$ cat config.mk
export PLATFORM = sky130hd
export DESIGN_NAME = stopwatch_lap_ctrl_flat
export DESIGN_NICKNAME = d
export VERILOG_FILES = /design/src/rtl/stopwatch_lap_ctrl_if.sv /design/src/rtl/stopwatch_lap_ctrl.sv /design/src/flat_wrapper.sv
export SDC_FILE = /design/constraint.sdc
export NUM_CORES = 1
export LEC_CHECK = 0
export ABC_AREA = 1
export BUFFER_PORTS_ARGS = -buffer_cell sky130_fd_sc_hd__buf_2
export CAP_MARGIN = 25
export CORE_ASPECT_RATIO = 1.2
export CORE_MARGIN = 5
export CORE_UTILIZATION = 45
export CTS_BUF_LIST = sky130_fd_sc_hd__clkbuf_2
export DETAILED_ROUTE_END_ITERATION = 16
export GPL_TIMING_DRIVEN = 0
export SLEW_MARGIN = 20
export SYNTH_ARGS = -nofsm -noshare
export SYNTH_HDL_FRONTEND = slang
export SYNTH_SLANG_ARGS = --single-unit
$ cat constraint.sdc
create_clock -name clk -period 2.05 [get_ports clk]
set_input_delay 0.1025 -clock clk [delete_from_list [all_inputs] [get_ports clk]]
set_output_delay 0.1025 -clock clk [all_outputs]
set_load 0.05 [all_outputs]
$ cat src/rtl/stopwatch_lap_ctrl_if.sv
`default_nettype none
// ============================================================================
//  Module      : stopwatch_lap_ctrl_if
//  Description : Lap readout port (valid/ready stream of captured lap times).
//                master = lap producer (controller), slave = lap consumer.
//  Revision    : 1.0 - initial release
// ============================================================================
interface stopwatch_lap_ctrl_if #(
  parameter int DATA_WIDTH = 16
);
  logic                  lap_valid;
  logic                  lap_ready;
  logic [DATA_WIDTH-1:0] lap_data;

  modport master (
    output lap_valid,
    output lap_data,
    input  lap_ready
  );

  modport slave (
    input  lap_valid,
    input  lap_data,
    output lap_ready
  );
endinterface
`default_nettype wire

$ cat src/rtl/stopwatch_lap_ctrl.sv
`default_nettype none
// ============================================================================
//  Module      : stopwatch_lap_ctrl
//  Description : Control FSM for a free-running stopwatch. Converts the two
//                user command pulses into single-cycle start/stop/reset
//                pulses, captures lap times into a small FIFO drained over a
//                valid/ready port, and counts MAX->0 wraps while running.
//  Revision    : 1.0 - initial release
// ============================================================================
module stopwatch_lap_ctrl #(
  parameter int DATA_WIDTH = 16,
  parameter int MAX        = 99,
  parameter int LAP_DEPTH  = 4
) (
  input  wire logic                            clk,
  input  wire logic                            reset,
  input  wire logic                            cmd_startstop_i,
  input  wire logic                            cmd_lapclr_i,
  input  wire logic [DATA_WIDTH-1:0]           sw_count_i,
  output logic                                 sw_start_o,
  output logic                                 sw_stop_o,
  output logic                                 sw_reset_o,
  output logic [1:0]                           state_o,
  output logic [$clog2(LAP_DEPTH):0]           lap_level_o,
  output logic                                 lap_overflow_o,
  output logic [7:0]                           wrap_cnt_o,
  stopwatch_lap_ctrl_if.master                 lap_if
);

  localparam int ADDR_W  = $clog2(LAP_DEPTH);
  localparam int LEVEL_W = ADDR_W + 1;
  localparam logic [LEVEL_W-1:0]    FULL_LEVEL = LEVEL_W'(LAP_DEPTH);
  localparam logic [LEVEL_W-1:0]    LEVEL_ONE  = LEVEL_W'(1);
  localparam logic [ADDR_W-1:0]     PTR_ONE    = ADDR_W'(1);
  localparam logic [DATA_WIDTH-1:0] MAX_COUNT  = DATA_WIDTH'(MAX);
  localparam logic [7:0]            WRAP_SAT   = 8'hFF;

  typedef enum logic [1:0] {
    ST_IDLE  = 2'd0,
    ST_RUN   = 2'd1,
    ST_PAUSE = 2'd2
  } state_t;

  state_t state_q, state_d;
  logic   sw_start_q, sw_start_d;
  logic   sw_stop_q,  sw_stop_d;
  logic   sw_reset_q, sw_reset_d;
  logic   push_req;
  logic   clear_req;

  logic [DATA_WIDTH-1:0] mem_q [LAP_DEPTH];
  logic [ADDR_W-1:0]     wr_ptr_q, rd_ptr_q;
  logic [LEVEL_W-1:0]    level_q;
  logic                  overflow_q;
  logic                  fifo_full;
  logic                  fifo_pop;
  logic                  push_ok;
  logic                  push_drop;

  logic [DATA_WIDTH-1:0] prev_count_q;
  logic [7:0]            wrap_cnt_q;

  // State register and registered stopwatch pulses; sw_reset is held high in
  // reset so the stopwatch is cleared on the first edge after release.
  always_ff @(posedge clk) begin
    if (reset) begin
      state_q    <= ST_IDLE;
      sw_start_q <= 1'b0;
      sw_stop_q  <= 1'b0;
      sw_reset_q <= 1'b1;
    end else begin
      state_q    <= state_d;
      sw_start_q <= sw_start_d;
      sw_stop_q  <= sw_stop_d;
      sw_reset_q <= sw_reset_d;
    end
  end

  // Command decode: next state, next pulses, lap push and clear requests.
  // In RUN a lap is pushed even when a stop arrives in the same cycle; in
  // PAUSE a resume takes priority over a clear.
  always_comb begin
    state_d    = state_q;
    sw_start_d = 1'b0;
    sw_stop_d  = 1'b0;
    sw_reset_d = 1'b0;
    push_req   = 1'b0;
    clear_req  = 1'b0;
    case (state_q)
      ST_IDLE: begin
        if (cmd_startstop_i) begin
          state_d    = ST_RUN;
          sw_start_d = 1'b1;
        end
      end
      ST_RUN: begin
        if (cmd_lapclr_i) begin
          push_req = 1'b1;
        end
        if (cmd_startstop_i) begin
          state_d   = ST_PAUSE;
          sw_stop_d = 1'b1;
        end
      end
      ST_PAUSE: begin
        if (cmd_startstop_i) begin
          state_d    = ST_RUN;
          sw_start_d = 1'b1;
        end else if (cmd_lapclr_i) begin
          state_d    = ST_IDLE;
          sw_reset_d = 1'b1;
          clear_req  = 1'b1;
        end
      end
      default: begin
        state_d = ST_IDLE;
      end
    endcase
  end

  // A full FIFO still accepts a lap when the head is popped in the same cycle.
  assign fifo_full = (level_q == FULL_LEVEL);
  assign fifo_pop  = (level_q != '0) && lap_if.lap_ready;
  assign push_ok   = push_req && (!fifo_full || fifo_pop);
  assign push_drop = push_req && fifo_full && !fifo_pop;

  // FIFO pointers, occupancy and sticky overflow; clear flushes unconditionally.
  always_ff @(posedge clk) begin
    if (reset || clear_req) begin
      wr_ptr_q   <= '0;
      rd_ptr_q   <= '0;
      level_q    <= '0;
      overflow_q <= 1'b0;
    end else begin
      if (push_ok) begin
        wr_ptr_q <= wr_ptr_q + PTR_ONE;
      end
      if (fifo_pop) begin
        rd_ptr_q <= rd_ptr_q + PTR_ONE;
      end
      case ({push_ok, fifo_pop})
        2'b10:   level_q <= level_q + LEVEL_ONE;
        2'b01:   level_q <= level_q - LEVEL_ONE;
        default: level_q <= level_q;
      endcase
      if (push_drop) begin
        overflow_q <= 1'b1;
      end
    end
  end

  // Lap storage; contents need no reset since occupancy gates visibility.
  always_ff @(posedge clk) begin
    if (push_ok) begin
      mem_q[wr_ptr_q] <= sw_count_i;
    end
  end

  // Wrap counter: a MAX->0 step of the observed count while in RUN.
  always_ff @(posedge clk) begin
    if (reset) begin
      prev_count_q <= '0;
      wrap_cnt_q   <= '0;
    end else begin
      prev_count_q <= sw_count_i;
      if (clear_req) begin
        wrap_cnt_q <= '0;
      end else if (state_q == ST_RUN && prev_count_q == MAX_COUNT &&
                   sw_count_i == '0 && wrap_cnt_q != WRAP_SAT) begin
        wrap_cnt_q <= wrap_cnt_q + 8'd1;
      end
    end
  end

  assign sw_start_o       = sw_start_q;
  assign sw_stop_o        = sw_stop_q;
  assign sw_reset_o       = sw_reset_q;
  assign state_o          = state_q;
  assign lap_level_o      = level_q;
  assign lap_overflow_o   = overflow_q;
  assign wrap_cnt_o       = wrap_cnt_q;
  assign lap_if.lap_valid = (level_q != '0);
  assign lap_if.lap_data  = mem_q[rd_ptr_q];

endmodule
`default_nettype wire

$ cat src/flat_wrapper.sv
// flat-port wrapper written by rule: the top's interface ports become plain ports
module stopwatch_lap_ctrl_flat 
#(
  parameter int DATA_WIDTH = 16,
  parameter int MAX        = 99,
  parameter int LAP_DEPTH  = 4
)
  (clk, reset, cmd_startstop_i, cmd_lapclr_i, sw_count_i, sw_start_o, sw_stop_o, sw_reset_o, state_o, lap_level_o, lap_overflow_o, wrap_cnt_o, lap_if_lap_valid, lap_if_lap_data, lap_if_lap_ready);
  stopwatch_lap_ctrl_if #(.DATA_WIDTH(DATA_WIDTH)) lap_if_i ();
  input  wire logic clk;
  input  wire logic reset;
  input  wire logic cmd_startstop_i;
  input  wire logic cmd_lapclr_i;
  input  wire logic [DATA_WIDTH-1:0] sw_count_i;
  output logic sw_start_o;
  output logic sw_stop_o;
  output logic sw_reset_o;
  output logic [1:0] state_o;
  output logic [$clog2(LAP_DEPTH):0] lap_level_o;
  output logic lap_overflow_o;
  output logic [7:0] wrap_cnt_o;
  output wire logic [$bits(lap_if_i.lap_valid)-1:0] lap_if_lap_valid;
  output wire logic [$bits(lap_if_i.lap_data)-1:0] lap_if_lap_data;
  input wire logic [$bits(lap_if_i.lap_ready)-1:0] lap_if_lap_ready;
  assign lap_if_lap_valid = lap_if_i.lap_valid;
  assign lap_if_lap_data = lap_if_i.lap_data;
  assign lap_if_i.lap_ready = lap_if_lap_ready;
  stopwatch_lap_ctrl #(.DATA_WIDTH(DATA_WIDTH), .MAX(MAX), .LAP_DEPTH(LAP_DEPTH)) u_core (.clk(clk), .reset(reset), .cmd_startstop_i(cmd_startstop_i), .cmd_lapclr_i(cmd_lapclr_i), .sw_count_i(sw_count_i), .sw_start_o(sw_start_o), .sw_stop_o(sw_stop_o), .sw_reset_o(sw_reset_o), .state_o(state_o), .lap_level_o(lap_level_o), .lap_overflow_o(lap_overflow_o), .wrap_cnt_o(wrap_cnt_o), .lap_if(lap_if_i));
endmodule
# After elaboration in Yosys (flattened, before gate mapping)
# Memory sizes are Yosys's and may differ from the RTL's. A register that Yosys moved wholly into a read port is not among the register bits.
# Cells that the tools add are included.
dict set report classes {
  muxes 15
  bitwise 2
  n_addsub 5
  eq_ne 10
  reduce_logical 20
}
# cell n
set ops {}
lappend ops {{$eq A16 B7 Y1 const B} 1}
lappend ops {{$logic_not A16 Y1} 1}
lappend ops {{$mux W2} 6}
lappend ops {{$add A8 B1 Y8 const B} 1}
lappend ops {{$ne A8 B8 Y1 const B} 1}
lappend ops {{$reduce_or A2 Y1} 4}
lappend ops {{$logic_and A1 B1 Y1} 7}
lappend ops {{$mux W1} 7}
lappend ops {{$pmux W2 S3} 1}
lappend ops {{$pmux W3 S2} 1}
lappend ops {{$add A2 B1 Y2 const B} 2}
lappend ops {{$eq A2 B1 Y1 const B} 2}
lappend ops {{$eq A2 B2 Y1 const B} 2}
lappend ops {{$ne A2 B2 Y1 const B} 2}
lappend ops {{$add A3 B1 Y3 const B} 1}
lappend ops {{$eq A3 B3 Y1 const B} 1}
lappend ops {{$ne A3 B3 Y1 const B} 1}
lappend ops {{$reduce_and A3 Y1} 1}
lappend ops {{$reduce_bool A3 Y1} 1}
lappend ops {{$sub A3 B1 Y3 const B} 1}
lappend ops {{$logic_not A1 Y1} 2}
lappend ops {{$logic_not A2 Y1} 1}
lappend ops {{$logic_or A1 B1 Y1} 2}
lappend ops {{$not A1 Y1} 2}
lappend ops {{$reduce_bool A2 Y1} 1}
dict set report word_totals {
  n_memories 1
  out_inout_bits 34
  inputBits 21
  mem_bits_rw 64
  ff_bits 37
  wordCells 63
}
# memory depth word_bits rd rd_ports_with_merged_regs wr line_no
set mem_list {}
lappend mem_list {u_core.mem_q 4 16 1 1 1 stopwatch_lap_ctrl.sv:51} ;# logic [DATA_WIDTH-1:0] mem_q [LAP_DEPTH];

# Depth between registers and ports, before layout
# Gate-level depths: netlist (run 1).
dict set report logic_depth {
  word_depth 6
  ltp_mapped 10
  depth_no_buf 10
}

# Worst setup path after synthesis (run 1)
# Ideal clock, no wire load.
dict set report synth_timing {
  kind {flip-flop to flip-flop}
  from {register u_core.level_q[2] (netlist: u_core.lap_level_o[2])}
  to {register u_core.level_q[2] (netlist: u_core.lap_level_o[2])}
  slack_ps -335
  setup_ps 115
  arrival_ps 2270
  t_required_ps 1935
  n_path_buf 0
  stages_incl_launch_ff 10
  period_less_slack_ps 2385
  path_cell_list {dfxtp_1 -> inv_1 -> nand2_1 -> nand2_1 -> inv_1 -> nand2_1 -> fa_1 -> nand3b_1 -> a21oi_1 -> nor2_1}
}
dict set report synth_between {
  elab_chain_cells 6
}
# item line_no
set synth_lines {}
lappend synth_lines {{from (decl)} stopwatch_lap_ctrl.sv:53} ;# logic [LEVEL_W-1:0] level_q;
lappend synth_lines {{from (signal assigned)} stopwatch_lap_ctrl.sv:142} ;# 2'b10: level_q <= level_q + LEVEL_ONE;
lappend synth_lines {{from (signal assigned)} stopwatch_lap_ctrl.sv:143} ;# 2'b01: level_q <= level_q - LEVEL_ONE;
lappend synth_lines {{from (signal assigned)} stopwatch_lap_ctrl.sv:144} ;# default: level_q <= level_q;
lappend synth_lines {{$reduce_bool A3 Y1 *} n/a}
lappend synth_lines {{named net lap_if_lap_valid} flat_wrapper.sv:22} ;# output wire logic [$bits(lap_if_i.lap_valid)-1:0] lap_if_lap_valid;
lappend synth_lines {{$logic_and A1 B1 Y1 *} stopwatch_lap_ctrl.sv:123} ;# assign fifo_pop = (level_q != '0) && lap_if.lap_ready;
lappend synth_lines {{$logic_or A1 B1 Y1} stopwatch_lap_ctrl.sv:124} ;# assign push_ok = push_req && (!fifo_full || fifo_pop);
lappend synth_lines {{$logic_and A1 B1 Y1} stopwatch_lap_ctrl.sv:124}
lappend synth_lines {{$eq A2 B1 Y1 / $eq A2 B2 Y1 (equally long branches)} stopwatch_lap_ctrl.sv:141} ;# case ({push_ok, fifo_pop})
lappend synth_lines {{$pmux W3 S2 / $reduce_bool A2 Y1 (equally long branches)} n/a}
# The timed path passes the listed nets; every way through them passes the cells marked *.
# A chain may end at the register's enable or synchronous reset.

==> flow_metrics.py, run 1 <==
metrics = {
    "finish": {
        "finish.cell_count_without_fillers": 600,
        "post_route_cells_drive_above_1_share_pct": 20.5,
        "fin_nets": 505,
        "postLayoutCellArea_sq_um": 4820,
        "fill_cells": 812,
        "antenna_cells": 0,
        "area.growth.synth_to_final_pct": 20.7,
    },
    "routing": {
        "detail_route.first_pass.iterations": 4,
        "detail_route.wirelength_mm": 8.53,
        "vias": 2919,
        "post-route-drc-count": 0,
        "vias_per_cell": 4.87,
        "post_dr_wirelength_cell_um": 14.2,
        "dr.first_iter.drc_count": 148,
        "postRouteAntennaNets": 0,
    },
    "power": {
        "power_report.internal_total_mw": 2.87,
        "total_leakage_power_nw": 1.94,
        "power.ir.vdd_worst_v": 0.000810,
        "switchingPower_mw": 1.78,
        "pwr-share-clk_pct": 18.7,
        "power_switching_share_pct": 38.4,
        "share_seq_of_total_power_pct": 50.5,
        "share_comb_of_total_power_pct": 30.8,
        "power_density_nw_per_um2": 964,
    },
    "setup_path": {
        "crit_path_end_kind": "output port",
        "crit-reg2reg-launch": "u_core.lap_level_o[0]",
        "critical_path.startpoint_type": "flip-flop",
        "cp_cell_sequence": "inv_1 > buf_2 > nor2_1 > o22ai_1 > buf_4",
        "critPathMaxFanout": 10,
        "required_ns": 1.95,
        "slowest_stage": "dfxtp_2",
        "critical_path_arrival_ns": 1.82,
        "worstPathBufferInverterCount": 3,
        "critical_path.top_delay_family": "buffers and inverters",
        "max_stage_delay_ns": 0.41,
        "critPathKind": "flip-flop to output port",
        "ff2ff_setup_slack_ns": 0.17,
    },
    "die": {
        "die_y_um": 113,
        "ioPinCount": 55,
        "effective_utilization_at_floorplan_pct": 46.4,
        "fp-row-count": 37,
        "fp.dieArea_sq_um": 10900,
        "total_core_area_sq_um": 8610,
        "die_x_um": 96,
    },
    "placed_design": {
        "io_buffer_count": 54,
        "place.detailed.hpwl_mm": 5.86,
        "dpl_cell_area_sq_um": 4460,
        "placed_cells_incl_taps": 564,
        "pre_cts_ws_ns": 0.160,
        "gp_routability_congestion": 0.770,
    },
    "sta": {
        "timing.final.setup_violations": 0,
        "hold_violations_final": 0,
        "finalMaxSlewViolations": 0,
        "layout_min_cycle_time_ns": 1.92,
        "fmax_mhz": 521,
        "share_of_the_cycle_needed_by_the_critical_path_after_routing_pct": 93.6,
        "fin_setup_tns_ns": 0,
        "setup_slack_ns": 0.132,
        "slew_headroom_pct": 44.7,
        "worst_slew_pin_slew_ns": 0.829,
        "worst_setup_skew_after_layout_ns": 0.0361,
    },
    "synth": {
        "yosys.area_share.xor_xnor_pct": 0,
        "postSynthRegisterBits": 103,
        "netlist_instances": 390,
        "mappedNetlistNets": 417,
        "yosys_warns": 0,
        "synthSimpleGateAreaFrac_pct": 15.4,
        "synth.area.mux_share_pct": 0,
        "synth.yosys.seq_area_share_pct": 67.7,
        "post_synthesis_cell_area_sq_um": 3990,
        "yosysUniqueCellTypes": 21,
        "synth_top_family_by_area": "simple AND/OR/NAND/NOR gates",
        "synth_compound_gate_area_share_pct": 9.40,
        "avgSynthCellArea_sq_um": 10.2,
        "adder_cell_share_of_the_synthesized_area_pct": 2.07,
    },
    "global_routing": {
        "grt_first_pass_wirelength_mm": 14.0,
        "antenna_violations_before_repair": 0,
        "grt_usage_pct": 16.9,
        "grt.overflow.total": 0,
        "largest_net_degree_at_the_start_of_global_routing": 19,
        "first_global_vias": 2858,
    },
    "worst_hold_path": {
        "holdCritStartpoint": "sw_count_i[5]",
        "timing.hold.worst.class": "input port to flip-flop",
    },
    "clock_tree": {
        "clk_path_buf_depth": 2,
        "clk_root_buffer_cell": "clkbuf_2",
        "tritoncts_num_sinks": 103,
        "clock_transition_at_the_registers_of_the_reported_paths_ns": 0.28,
        "cts_inserted_buffers": 9,
        "insertion_delay_ns": 0.54,
        "clock_tree.htree_level_count": 3,
        "tritoncts": "built",
    },
    "job": {
        "max-cap-violations": 0,
    },
    "outcome": {
        "outcome": "completed",
    },
}
cell usage after synthesis, drive strengths merged:
library cell	instances	area (sq um)
dfxtp	39	781
nor3	2	10.0
clkbuf	10	37.5
ha	5	62.6
o21ai	40	200
nand2	39	151
nor2	98	370
nand3	14	70.1
buf	2	18.8
fa	1	20.0
nand3b	1	7.51
or2	1	6.26
o22ai	16	100
edfxtp	64	1920
a21oi	15	75.1
inv	43	161
state kept, by name, summed over array words and instances (netlist names), 2 cells and up, named ones only:
register             cells
u_core.rd_ptr_q          2
u_core.state_o           2
u_core.wrap_cnt_o        8
u_core.wr_ptr_q          2
u_core.mem_q            64
u_core.lap_level_o       3
u_core.prev_count_q     16
repair_timing:
item | CTS | global route
hold buffers | 20 | 0
setup endpoints to repair | 16 | 15
setup buffers | 0 | 0
resized for setup | 20 | 9
hold endpoints to repair | 95 | 0
layer usage:
| metal | GRT usage (%) | routed length [um] | up-vias |
|---|---|---|---|
| li1 | - | - | 1474 |
| met1 | 21.9 | 3740 | 1370 |
| met2 | 27.9 | 4300 | 60 |
| met3 | 2.79 | 324 | 15 |
| met4 | 6.55 | 161 | 0 |
| met5 | 0 | 0 | - |
path summary, 6_finish.rpt:
path / end / cells after the start
hold / removal: u_core.mem_q[0][5] / 2
setup / recovery: lap_if_lap_data[8] / 5
setup reg to reg: u_core.lap_level_o[2] / 8
hold reg to reg: flip-flop / 2
power by group through the flow:
| stage | Clock [mW] | Sequential, mW | Combinational [mW] |
|---|---|---|---|
| global route | 0.987 | 2.36 | 1.55 |
| finish | 0.869 | 2.35 | 1.43 |
| detailed placement | 0 | 2.39 | 1.35 |
| CTS | 0.900 | 2.35 | 1.43 |
| global placement | 0 | 2.38 | 1.33 |
| floorplan | 0 | 2.47 | 0.904 |
through the flow:
step                hold slack [ns]  power (mW)  util, %
floorplan                     0.201        3.37        -
global placement              0.340        3.72     51.3
detailed placement            0.347        3.74     51.8
CTS                           0.264        4.68     55.8
global route                  0.282        4.90     56.0
finish                        0.321        4.65     56.0
cell usage in the layout (no fill, tap or decap), types with 5 or more instances in the layout:
cell,n
o21ai_0,38
buf_4,7
buf_2,43
clkbuf_2,14
nand2_1,36
nor2_1,93
ha_1,5
clkbuf_4,9
dlygate4sd3_1,20
o22ai_1,16
a21oi_1,15
edfxtp_1,64
inv_1,41
nor2_2,5
nand3_1,14
dfxtp_1,34
logic make-up (layout without fill, tap and decap cells):
| group | after synthesis | after routing |
|---|---|---|
| fa+ha+maj | 6 | 6 |
| buf+inv | 55 | 148 |
| simple gates | 155 | 155 |
| flops | 103 | 103 |
| compound gates | 71 | 71 |
final cells by class:
type / instances / area [sq um] / area share [%]
multi-input combinational: 232 / 1090 / 22.5
sequential: 103 / 2710 / 56.2
buffer: 12 / 73.8 / 1.53
clock buffer: 10 / 50.0 / 1.04
clock inverter: 6 / 55.1 / 1.14
timing repair buffer: 77 / 538 / 11.2
tap: 117 / 146 / 3.04
inverter: 43 / 161 / 3.35
worst reg2reg max path: stages, from the launching register on:
cell and delay [ns]:
dfxtp_2 0.40, nor2_1 0.17, nand2_1 0.11, nand2_2 0.21
nand2_1 0.15, fa_1 0.39, nand3b_1 0.19, a21oi_1 0.13
nor2_1 0.06
Power figures use the tool's default switching activity.
==> run 2, diff against run 1 <==
Settings changed: GPL_ROUTABILITY_DRIVEN set to 0, SETUP_SLACK_MARGIN set to 0.2.
==> run 2 against run 1 <==
  * Utilization is 2.5 points higher
  * Clock-buffer cell count is 1 lower
  * Combinational power is 15% higher
  * Power is 8.2% higher
  * Clock skew is 0.011 ns lower
  * Cell count is 0.67% higher
  * Clock power is 19% higher
  * Critical endpoint is now lap_if_lap_data[6]
  * Largest cell class unchanged
  * Largest power group unchanged
==> flow_metrics.py, run 2 (synthesized netlist as in run 1, its figures left out) <==
metrics = {
    "setup_path": {
        "critical_path.startpoint_type": "flip-flop",
        "max_stage_delay_ns": 0.45,
        "critPathKind": "flip-flop to output port",
        "cp_cell_sequence": "inv_4 > buf_8 > o21ai_0 > o22ai_1 > buf_4",
        "slowest_stage": "dfxtp_4",
        "critical_path_arrival_ns": 1.69,
        "required_ns": 1.95,
        "critPathMaxFanout": 10,
        "crit_path_end_kind": "output port",
    },
    "sta": {
        "slew_headroom_pct": 61.9,
        "share_of_the_cycle_needed_by_the_critical_path_after_routing_pct": 87.3,
        "worst_setup_skew_after_layout_ns": 0.0250,
        "hold_ws_ns": 0.305,
        "fin_setup_tns_ns": 0,
        "worst_slew_pin_slew_ns": 0.570,
        "layout_min_cycle_time_ns": 1.79,
        "unrepaired_setup_endpoints_after_global_routing": "yes",
        "hold_violations_final": 0,
        "timing.final.setup_violations": 0,
        "setup_slack_ns": 0.261,
        "finalMaxSlewViolations": 0,
        "fmax_mhz": 559,
    },
    "worst_hold_path": {
        "timing.hold.worst.class": "input port to flip-flop",
    },
    "die": {
        "ioPinCount": 55,
        "effective_utilization_at_floorplan_pct": 46.4,
        "die_x_um": 96,
        "fp-row-count": 37,
        "die_y_um": 113,
        "total_core_area_sq_um": 8610,
        "fp.dieArea_sq_um": 10900,
    },
    "power": {
        "power.ir.vdd_worst_v": 0.000757,
        "total_leakage_power_nw": 2.02,
        "power_density_nw_per_um2": 1000,
    },
    "finish": {
        "final_cell_mix": "nor2_1 (92), edfxtp_1 (64), inv_1 (39)",
        "fin_nets": 510,
        "post_route_cells_drive_above_1_share_pct": 22.2,
        "area.growth.synth_to_final_pct": 26.0,
        "antenna_cells": 0,
        "fill_cells": 770,
        "largest_register": "u_core.mem_q",
        "layout.cells.most_common": "nor2_1",
        "max_ffs_per_register": 64,
    },
    "global_routing": {
        "grt_first_pass_wirelength_mm": 13.9,
        "largest_net_degree_at_the_start_of_global_routing": 17,
        "grt.overflow.total": 0,
        "first_global_vias": 2907,
        "antenna_violations_before_repair": 0,
        "grt_usage_pct": 16.8,
    },
    "clock_tree": {
        "tritoncts_num_sinks": 103,
        "clk_path_buf_depth": 2,
        "clk_root_buffer_cell": "clkbuf_2",
        "tritoncts": "built",
        "clock_tree.htree_level_count": 3,
        "insertion_delay_ns": 0.54,
        "cts_inserted_buffers": 9,
        "clock_transition_at_the_registers_of_the_reported_paths_ns": 0.26,
    },
    "placed_design": {
        "pre_cts_ws_ns": 0.0287,
        "io_buffer_count": 54,
        "place.detailed.hpwl_mm": 5.72,
    },
    "routing": {
        "vias": 2930,
        "dr.first_iter.drc_count": 121,
        "vias_per_cell": 4.85,
        "post-route-drc-count": 0,
        "detail_route.first_pass.iterations": 4,
        "post_dr_wirelength_cell_um": 14.3,
        "detail_route.wirelength_mm": 8.66,
        "postRouteAntennaNets": 0,
    },
    "job": {
        "max-cap-violations": 0,
    },
    "outcome": {
        "outcome": "completed",
    },
}
## run 2: changes by cell type in the layout (fill, tap and decap cells not counted), moves of 5 or more
cell and delta:
buf_4 +16, clkbuf_4 -9, o21ai_0 -7, o21ai_1 +7, buf_2 -5, buf_8 +5, clkbuf_2 -5
## run 2: final cells by class
cell class	instances	area [sq um]	area share [%]
Inverter	43	169	3.36
Clock buffer	9	45.0	0.895
Sequential cell	103	2720	54.1
Buffer	12	149	2.96
Clock inverter	6	86.3	1.72
Tap cell	117	146	2.91
Timing Repair Buffer	82	591	11.7
Multi-Input combinational cell	232	1120	22.3
## run 2: repair_timing
| item | CTS | global route |
|---|---|---|
| pin swaps | 1 | 5 |
| buffers inserted | 2 | 6 |
| endpoints found under the setup margin | 81 | 17 |
| endpoints found under the hold margin | 95 | 0 |
| resized for setup | 51 | 26 |
| hold buffers | 20 | 0 |
## run 2: layer usage
| layer | part of all wire (%) | GRT usage, % | vias up | wire length (um) |
|---|---|---|---|---|
| met3 | 4.1 | 2.93 | 4 | 359 |
| met1 | 44 | 21.4 | 1378 | 3840 |
| met4 | 0.61 | 5.69 | 0 | 53 |
| met5 | 0 | 0 | - | 0 |
| li1 | - | - | 1487 | - |
| met2 | 51 | 28.6 | 61 | 4400 |
## run 2: final timing paths
| check | from | endpoint | cells past startpoint | slack, ns |
|---|---|---|---|---|
| setup / recovery | flip-flop | lap_if_lap_data[6] | 5 | 0.26 |
| setup reg to reg | u_core.state_o[0] | u_core.mem_q[0][8] | 5 | 0.29 |
| hold / removal | sw_count_i[5] | u_core.mem_q[3][5] | 2 | 0.31 |
| hold reg to reg | u_core.rd_ptr_q[1] | flip-flop | 2 | 0.48 |
## run 2: metrics by stage
| stage | cell area (sq um) | std cells | utilization (%) | total power [mW] |
|---|---|---|---|---|
| 2_1_floorplan | 4020 | 390 | - | 3.39 |
| 3_3_place_gp | 4440 | 561 | 51.6 | 3.73 |
| 3_5_place_dp | 4440 | 561 | 51.6 | 3.76 |
| 4_1_cts | 4940 | 598 | 57.4 | 4.98 |
| 5_1_grt | 5030 | 604 | 58.5 | 5.29 |
| 6_report | 5030 | 604 | 58.5 | 5.03 |
## run 2: power breakdown
part / switching [mW] / internal, mW
combinational: 1.10 / 0.541
sequential: 0.0651 / 2.30
clock: 0.633 / 0.394
total: 1.80 / 3.24
## run 2: critical path, delay by kind of cell (launching register included)
family | cells | cell delay [ns]
AO/OA/AOI/OAI | 2 | 0.30
flip-flops | 1 | 0.45
buffers and inverters | 3 | 0.42
==> run 3, diff against run 2 <==
Clock period 2.05 ns to 1.67 ns, I/O delays scaled along.
==> run 3 against run 2 <==
  * The flow now finishes with violations (negative setup slack)
  * Clock skew up 0.012 ns
  * Cell count up 3.6%
  * Power up 34%
  * Routed wire length up 9.4%
==> flow_metrics.py, run 3 (synthesized netlist as in run 1, its figures left out) <==
metrics = {
    "placed_design": {
        "placed_cells_incl_taps": 561,
        "io_buffer_count": 54,
        "place.detailed.hpwl_mm": 5.83,
    },
    "setup_path": {
        "critical_path_arrival_ns": 1.68,
        "slowest_stage": "dfxtp_4",
        "max_stage_delay_ns": 0.45,
        "critical_path.startpoint_type": "flip-flop",
        "required_ns": 1.59,
        "worstPathBufferInverterCount": 2,
        "crit-reg2reg-launch": "u_core.lap_level_o[0]",
        "critPathMaxFanout": 10,
        "cp_cell_sequence": "clkbuf_8 > o21ai_0 > o22ai_2 > buf_6",
        "crit_path_end_kind": "output port",
        "critical_path.top_delay_family": "flip-flops",
        "critPathKind": "flip-flop to output port",
    },
    "job": {
        "max-cap-violations": 0,
    },
    "clock_tree": {
        "clock_tree.htree_level_count": 3,
        "clk_path_buf_depth": 2,
        "clock_transition_at_the_registers_of_the_reported_paths_ns": 0.28,
        "tritoncts": "built",
        "clk_root_buffer_cell": "clkbuf_2",
        "cts_inserted_buffers": 9,
        "insertion_delay_ns": 0.58,
        "tritoncts_num_sinks": 103,
    },
    "sta": {
        "finalMaxSlewViolations": 0,
        "unrepaired_setup_endpoints_after_global_routing": "yes",
        "setup_slack_ns": -0.0970,
        "timing.final.setup_violations": 16,
        "layout_min_cycle_time_ns": 1.77,
        "share_of_the_cycle_needed_by_the_critical_path_after_routing_pct": 106,
        "slew_headroom_pct": 69.7,
        "fmax_mhz": 566,
        "worst_slew_pin_slew_ns": 0.455,
        "fin_setup_tns_ns": -0.712,
        "worst_setup_skew_after_layout_ns": 0.0367,
        "hold_violations_final": 0,
    },
    "power": {
        "power_report.internal_total_mw": 4.20,
        "power_switching_share_pct": 37.6,
        "power_density_nw_per_um2": 1180,
        "share_comb_of_total_power_pct": 39.0,
        "switchingPower_mw": 2.53,
        "power.ir.vdd_worst_v": 0.000782,
        "pwr-share-clk_pct": 17.7,
        "total_leakage_power_nw": 2.25,
        "share_seq_of_total_power_pct": 43.3,
    },
    "die": {
        "total_core_area_sq_um": 8610,
        "fp.dieArea_sq_um": 10900,
        "effective_utilization_at_floorplan_pct": 46.4,
        "die_x_um": 96,
        "fp-row-count": 37,
        "die_y_um": 113,
        "ioPinCount": 55,
    },
    "routing": {
        "vias": 3071,
        "post_dr_wirelength_cell_um": 15.1,
        "detail_route.wirelength_mm": 9.48,
        "detail_route.first_pass.iterations": 4,
        "post-route-drc-count": 0,
        "dr.first_iter.drc_count": 156,
        "postRouteAntennaNets": 0,
        "vias_per_cell": 4.91,
    },
    "global_routing": {
        "first_global_vias": 3094,
        "grt_met3_usage_pct": 3.32,
        "grt.overflow.total": 0,
        "grt_first_pass_wirelength_mm": 15.0,
        "antenna_violations_before_repair": 0,
        "largest_net_degree_at_the_start_of_global_routing": 18,
        "grt_util_met1_pct": 21.9,
        "groute.layer.met2.usage_pct": 31.5,
        "most_utilized_layer_in_the_global_route_result": "met2",
        "grt_usage_pct": 18.0,
    },
    "finish": {
        "final_cell_mix": "nor2_1 (80), edfxtp_1 (64), inv_1 (36)",
        "layout.cells.most_common": "nor2_1",
        "largest_register": "u_core.mem_q",
        "post_route_cells_drive_above_1_share_pct": 38.9,
        "antenna_cells": 0,
        "area.growth.synth_to_final_pct": 42.8,
        "finish.cell_count_without_fillers": 626,
        "max_ffs_per_register": 64,
        "fin_nets": 531,
    },
    "worst_hold_path": {
        "holdCritStartpoint": "sw_count_i[5]",
        "timing.hold.worst.class": "input port to flip-flop",
    },
    "outcome": {
        "outcome": "finished with violations",
        "violations": "negative setup slack",
    },
}
run 3: cell types whose count changed in the layout (fill, tap and decap cells not counted), sizes merged:
cell / change
bufinv: -1
inv: +2
dlygate4sd3: +1
clkinvlp: -1
buf: +15
clkinv: +1
clkbuf: +5
run 3: worst paths after layout:
path	depth (start not counted)	to	slack [ns]
setup reg to reg	8	u_core.lap_level_o[2]	0.04
hold / removal	2	u_core.mem_q[0][5]	0.26
setup / recovery	4	lap_if_lap_data[2]	-0.1
hold reg to reg	2	flip-flop	0.47
run 3: through the flow:
step                      worst slack, ns  util, %  area (sq um)  hold WS, ns  total power, mW
final                             -0.0970     66.2          5700        0.261             6.72
after detailed placement           -0.101     53.6          4610        0.332             4.78
after floorplan                   -0.0438        -          4200        0.182             4.32
after CTS                         -0.0990     62.9          5420        0.255             6.55
after global placement            -0.0547     53.6          4610        0.323             4.75
after global routing               -0.162     66.2          5700        0.263             7.03
run 3: area by class of cell:
type | count | area, sq um
inverters | 43 | 186
multi-input cells | 232 | 1430
clock buffers | 9 | 45.0
flip-flops and latches | 103 | 2740
well taps | 117 | 146
clock inverters | 7 | 70.1
repair buffers | 103 | 933
plain buffers | 12 | 146
fillers | 700 | 2910
run 3: what timing repair did:
item | CTS | global route
gates cloned | 3 | 2
resized for setup | 105 | 66
pin swaps | 11 | 13
setup endpoints to repair | 86 | 93
hold buffers | 21 | 0
buffers inserted | 15 | 8
endpoints found under the hold margin | 101 | 0
run 3: power by group through the flow:
stage,clock (mW),combinational (mW),sequential (mW)
2_1_floorplan,0,1.27,3.05
3_3_place_gp,0,1.80,2.95
3_5_place_dp,0,1.83,2.95
4_1_cts,1.21,2.44,2.90
5_1_grt,1.32,2.78,2.92
6_report,1.19,2.62,2.91
run 3: per-layer routing:
metal	vias to the layer above	routed length, um
li1	1530	-
met1	1472	4120
met2	55	4850
met3	14	309
met4	0	200
met5	-	0
